### src/rtl/onehot_encoder_stream_pkg.sv
// Shared constants and helpers for the one-hot encoder stream block.
// Holds default widths, a word classification type and the log2 width function.
package onehot_encoder_stream_pkg;

    localparam int unsigned N_DEF     = 8;
    localparam int unsigned W_DEF     = 3;
    localparam int unsigned CNT_W_DEF = 8;

    typedef enum logic [1:0] {
        WORD_ONEHOT = 2'd0,
        WORD_ZERO   = 2'd1,
        WORD_MULTI  = 2'd2
    } word_kind_e;

    // Smallest w such that 2**w >= n.
    function automatic int unsigned log2_width(input int unsigned n);
        int unsigned w;
        w = 0;
        for (int unsigned i = 0; i < 32; i++) begin
            if ((64'd1 << i) < 64'(n)) begin
                w = i + 1;
            end
        end
        return w;
    endfunction

endpackage

### src/rtl/onehot_encoder_stream_prio_enc.sv
// Combinational lowest-index priority encoder with a one-hot validity check.
// Multi-hot words encode the lowest set bit; zero and multi-hot words flag err.
module onehot_prio_enc
    import onehot_encoder_stream_pkg::*;
#(
    parameter int unsigned N = N_DEF,
    parameter int unsigned W = W_DEF
) (
    input  logic [N-1:0] in_data,
    output logic [W-1:0] code,
    output logic         err
);

    word_kind_e kind;
    logic       found;

    always_comb begin
        code  = '0;
        found = 1'b0;
        for (int unsigned i = 0; i < N; i++) begin
            if (in_data[i] && !found) begin
                code  = W'(i);
                found = 1'b1;
            end
        end
    end

    // Clearing the lowest set bit leaves a nonzero word only if another bit was set.
    always_comb begin
        kind = WORD_ONEHOT;
        if (in_data == '0) begin
            kind = WORD_ZERO;
        end else if ((in_data & (in_data - N'(1))) != '0) begin
            kind = WORD_MULTI;
        end
    end

    assign err = (kind != WORD_ONEHOT);

endmodule

### src/rtl/onehot_encoder_stream.sv
// One-hot to binary encoder with a single-entry valid/ready output register
// and a saturating, clearable error counter with sticky flag.
module onehot_encoder_stream
    import onehot_encoder_stream_pkg::*;
#(
    parameter int unsigned N     = N_DEF,
    parameter int unsigned W     = W_DEF,
    parameter int unsigned CNT_W = CNT_W_DEF
) (
    input  logic             clk,
    input  logic             rst_n,
    input  logic             in_valid,
    output logic             in_ready,
    input  logic [N-1:0]     in_data,
    output logic             out_valid,
    input  logic             out_ready,
    output logic [W-1:0]     out_code,
    output logic             out_err,
    input  logic             err_clr,
    output logic [CNT_W-1:0] err_cnt,
    output logic             err_sticky
);

    if (W != log2_width(N) || N < 4 || N > 64 || (N & (N - 1)) != 0) begin : g_bad_params
        $error("onehot_encoder_stream: N must be a power of two in 4..64 and W = log2(N)");
    end

    logic [W-1:0]     enc_code;
    logic             enc_err;
    logic             accept;
    logic             err_accept;
    logic [CNT_W-1:0] cnt_base;
    logic [CNT_W-1:0] cnt_next;
    logic             sticky_next;

    onehot_prio_enc #(
        .N (N),
        .W (W)
    ) u_enc (
        .in_data (in_data),
        .code    (enc_code),
        .err     (enc_err)
    );

    assign in_ready   = !out_valid || out_ready;
    assign accept     = in_valid && in_ready;
    assign err_accept = accept && enc_err;

    always_ff @(posedge clk or negedge rst_n) begin
        if (!rst_n) begin
            out_valid <= 1'b0;
            out_code  <= '0;
            out_err   <= 1'b0;
        end else if (accept) begin
            out_valid <= 1'b1;
            out_code  <= enc_code;
            out_err   <= enc_err;
        end else if (out_ready) begin
            out_valid <= 1'b0;
        end
    end

    // Clear is applied before counting, so clear plus an error in one cycle yields 1.
    always_comb begin
        cnt_base    = err_clr ? '0 : err_cnt;
        cnt_next    = cnt_base;
        sticky_next = (err_sticky && !err_clr) || err_accept;
        if (err_accept && (cnt_base != '1)) begin
            cnt_next = cnt_base + CNT_W'(1);
        end
    end

    always_ff @(posedge clk or negedge rst_n) begin
        if (!rst_n) begin
            err_cnt    <= '0;
            err_sticky <= 1'b0;
        end else begin
            err_cnt    <= cnt_next;
            err_sticky <= sticky_next;
        end
    end

endmodule

### config.mk
export PLATFORM = sky130hd
export DESIGN_NAME = onehot_encoder_stream
export DESIGN_NICKNAME = d
export VERILOG_FILES = /design/src/rtl/onehot_encoder_stream_pkg.sv /design/src/rtl/onehot_encoder_stream_prio_enc.sv /design/src/rtl/onehot_encoder_stream.sv
export SDC_FILE = /design/constraint.sdc
export NUM_CORES = 1
export LEC_CHECK = 0
export BUFFER_PORTS_ARGS = -buffer_cell sky130_fd_sc_hd__clkbuf_2
export CAP_MARGIN = 5
export CORE_MARGIN = 1.5
export CORE_UTILIZATION = 53
export DETAILED_ROUTE_END_ITERATION = 8
export HOLD_SLACK_MARGIN = 0.03
export PLACE_DENSITY = 0.86
export RECOVER_POWER = 100
export SLEW_MARGIN = 10
export SYNTH_ARGS = -nofsm -noshare
export SYNTH_HDL_FRONTEND = slang
export SYNTH_SLANG_ARGS = --single-unit
### constraint.sdc
create_clock -name clk -period 3.95 [get_ports clk]
set_input_delay 0.5925 -clock clk [delete_from_list [all_inputs] [get_ports clk]]
set_output_delay 0.5925 -clock clk [all_outputs]
set_load 0.005 [all_outputs]
==> results.md <==
- Status: finished clean
- CP Class: in2reg
- Fin worst setup slack: 1.56 ns
- Worst slew pin tran: 0.736 ns
- Fin area: 1040 µm²
- Max Cap Viol: 0
- First-pass GRT wire length: 3200 µm
- Post-Synth Adder-Cell Area: 0.0138
- Area after DPL: 1030 µm²
- Min cycle time layout: 2.39 ns
- Post-synth top area share: 0.387
- Largest family of logic cells by synthesized area: simple AND/OR/NAND/NOR gates
- Cells after synthesis: 90
- Synthesis warning total: 0
- Post-synth ARST share: 1.00
- Mapped Area: 905 µm²
- Synth cell count leaders: dfrtp_1 (14), nand2_1 (8), nand3_1 (7)
- Clock transition at the registers of the reported paths: 0.09 ns
- CP arrival: 2.56 ns
- H-tree depth: 1
- Worst EP required: 4.12 ns
- Max transition margin: 0.509
- Buffers & Inverters on Critical Path: 1
- Final net count: 133
- Hold slack: 0.337 ns
- Period utilization: 0.605
- Antenna violations before repair: 0
- Area Growth Syn to Fin: 14.7%
- Boundary Pins: 28
- Num CTS Buffers: 3
- Crit-path max FO: 11
- CTS Sinks: 14
- CP Cell Sequence: clkbuf_1 > or4_1 > and2_0 > o31ai_4 > nand2_1 > mux2_1
- Crit path largest cell delay: 0.68 ns
- Number of synthesized flops with an enable pin: 0
- Top-count cell post-synth: dfrtp_1
- Dpl cells: 130
- Setup repair bufs after CTS: 0
- RSZ-0062 raised after global routing: false
- XOR/XNOR share of the synthesized area: 0.0387
- Pwr Density: 303 nW/µm²
- GR Util All Layers: 0.226
- Final hold vios: 0
- Max Fclk: 419 MHz
- Leakage: 0.000451 µW
- Final slew viol count: 0
- Die Span Y: 44.3 µm
- Slowest-stage cell, CP: or4_1
- Dominant cell type by area after synthesis: dfrtp_1
- Vias per cell: 5.90
- Routed Wire Length: 1870 µm
- CP Capture Type: flop
- DIE WIDTH: 44.3 µm
- Syn nets: 104
- Setup TNS after final layout: 0 ns
- Via count: 790
- Worst min-delay path class: in2async
- FF/Latch Area: 350 µm²
- Synth unique cells: 37
- First-pass DRT Iterations: 6
- Ys flop type: dfrtp_1
- Synthesized area per cell: 10.1 µm²
- Vias in the first global route: 749
- Compound-Gate Fraction of Synth Area: 0.195
- Global route total overflow: 0
- Synth area leaders: dfrtp_1 (39%), nand3_1 (3.9%), xnor2_1 (3.9%)
- Final Skew: 0.000948 ns
- Post-detail-place hpwl: 1420 µm
- DR DRC count: 0
- Max VDD drop: 0.207 mV
- Finished Layout Cells: 134
- Diodes inserted: 0
- Clk_lat worst skew: 0.28 ns
- Core Box Area: 1560 µm²
- Largest net degree at the start of global routing: 15
- Post-synthesis simple-gate area fraction: 0.297
- Mux cell area share after synthesis: 0.0166
- Initial DRC count: 25
- Multi-input gate area: 485 µm²
- CTS tree: done
- Site Rows: 14
- CP delay by family, top: simple AND/OR/NAND/NOR gates
- Post-CTS Resized: 0
- Worst-case clock buffer depth: 2
- # fillers: 142
- Dpl ws: 1.41 ns
- Cts hold-fix bufs: 0
- Clk root buf: clkbuf_4
- Register area share after synthesis: 0.387
- Seq cells post-synth: 14
- Die area: 1960 µm²
- Antenna-violating nets left: 0
- Initial Util: 0.580
- Layout cell share with drive strength beyond 1: 0.254
- Average routed wire per standard cell: 14.0 µm
- Final Setup Violations: 0
- Buffers on Ports: 27
- Placer Congestion: 0.850
- CP Launch Type: input port
worst paths after layout:
kind / start / end / slack (ns) / cells past startpoint
max: in_data[2] / err_cnt[1] / 1.56 / 6
min: rst_n / err_cnt[3] / 0.34 / 1
max reg2reg: err_cnt[1] / err_cnt[1] / 2.02 / 7
min reg2reg: out_code[2] / out_code[2] / 0.49 / 2
max in group asynchronous: rst_n / out_code[1] / 3.15 / 1
min in group clk: out_code[2] / out_code[2] / 0.49 / 2
worst register-to-register path, delay by kind of cell (launching register included):
family / cells / cell delay, ns
and+or+nand+nor: 5 / 0.81
DFF: 1 / 0.41
muxes: 1 / 0.35
adders and majority gates: 1 / 0.24
metal layers:
metal / global-route usage / up-vias / routed length (µm)
met1: 0.289 / 372 / 836
met2: 0.379 / 33 / 906
met4: 0.0909 / 0 / 31
met3: 0.0367 / 5 / 99
li1: - / 380 / -
met5: 0 / - / 0
registers in the layout, indices dropped and copies added, names as in the netlist:
| register | cells |
|---|---|
| err_cnt | 8 |
| out_code | 3 |
| err_sticky | 1 |
| out_err | 1 |
| out_valid | 1 |
power by group:
group | switching (µW) | internal, µW
sequential | 6.15 | 152
clock | 48.1 | 56.1
combinational | 29.8 | 21.5
per-stage QoR:
step / total power (µW) / utilization
6_report: 314 / 0.665
5_1_grt: 331 / 0.665
2_1_floorplan: 189 / -
4_1_cts: 321 / 0.685
3_5_place_dp: 216 / 0.662
3_3_place_gp: 214 / 0.662
cells by family (layout without fill, tap and decap cells):
family,count (synthesis),after routing
AO/OA/AOI/OAI,19,19
multiplexers,1,1
buffers and inverters,8,36
XOR/XNOR,4,4
adder cells (fa/ha/maj),1,1
AND/OR/NAND/NOR,43,43
flip-flops,14,14
cell type report:
cell class	count	area share
clock buffers	4	0.0350
inverters	5	0.0181
multi-input cells	68	0.468
flip-flops and latches	14	0.338
well taps	16	0.0193
repair buffers	27	0.122
cells in the final DEF, fill, tap and decap left out, types with 2 or more instances in the layout:
master	netlist	routed
and2_1	2	2
a21o_1	2	2
nand2_1	8	8
nor2_1	5	5
xnor2_1	4	4
inv_1	5	5
nand3_1	7	7
nor4_1	2	2
clkbuf_2	0	20
clkbuf_1	0	7
a211oi_1	4	4
o21ai_0	2	2
a21oi_1	2	4
clkbuf_4	0	3
nor2b_1	5	5
dfrtp_1	14	14
nand2b_1	3	3
nor3b_1	1	2
(Power assumes the default switching activity.)
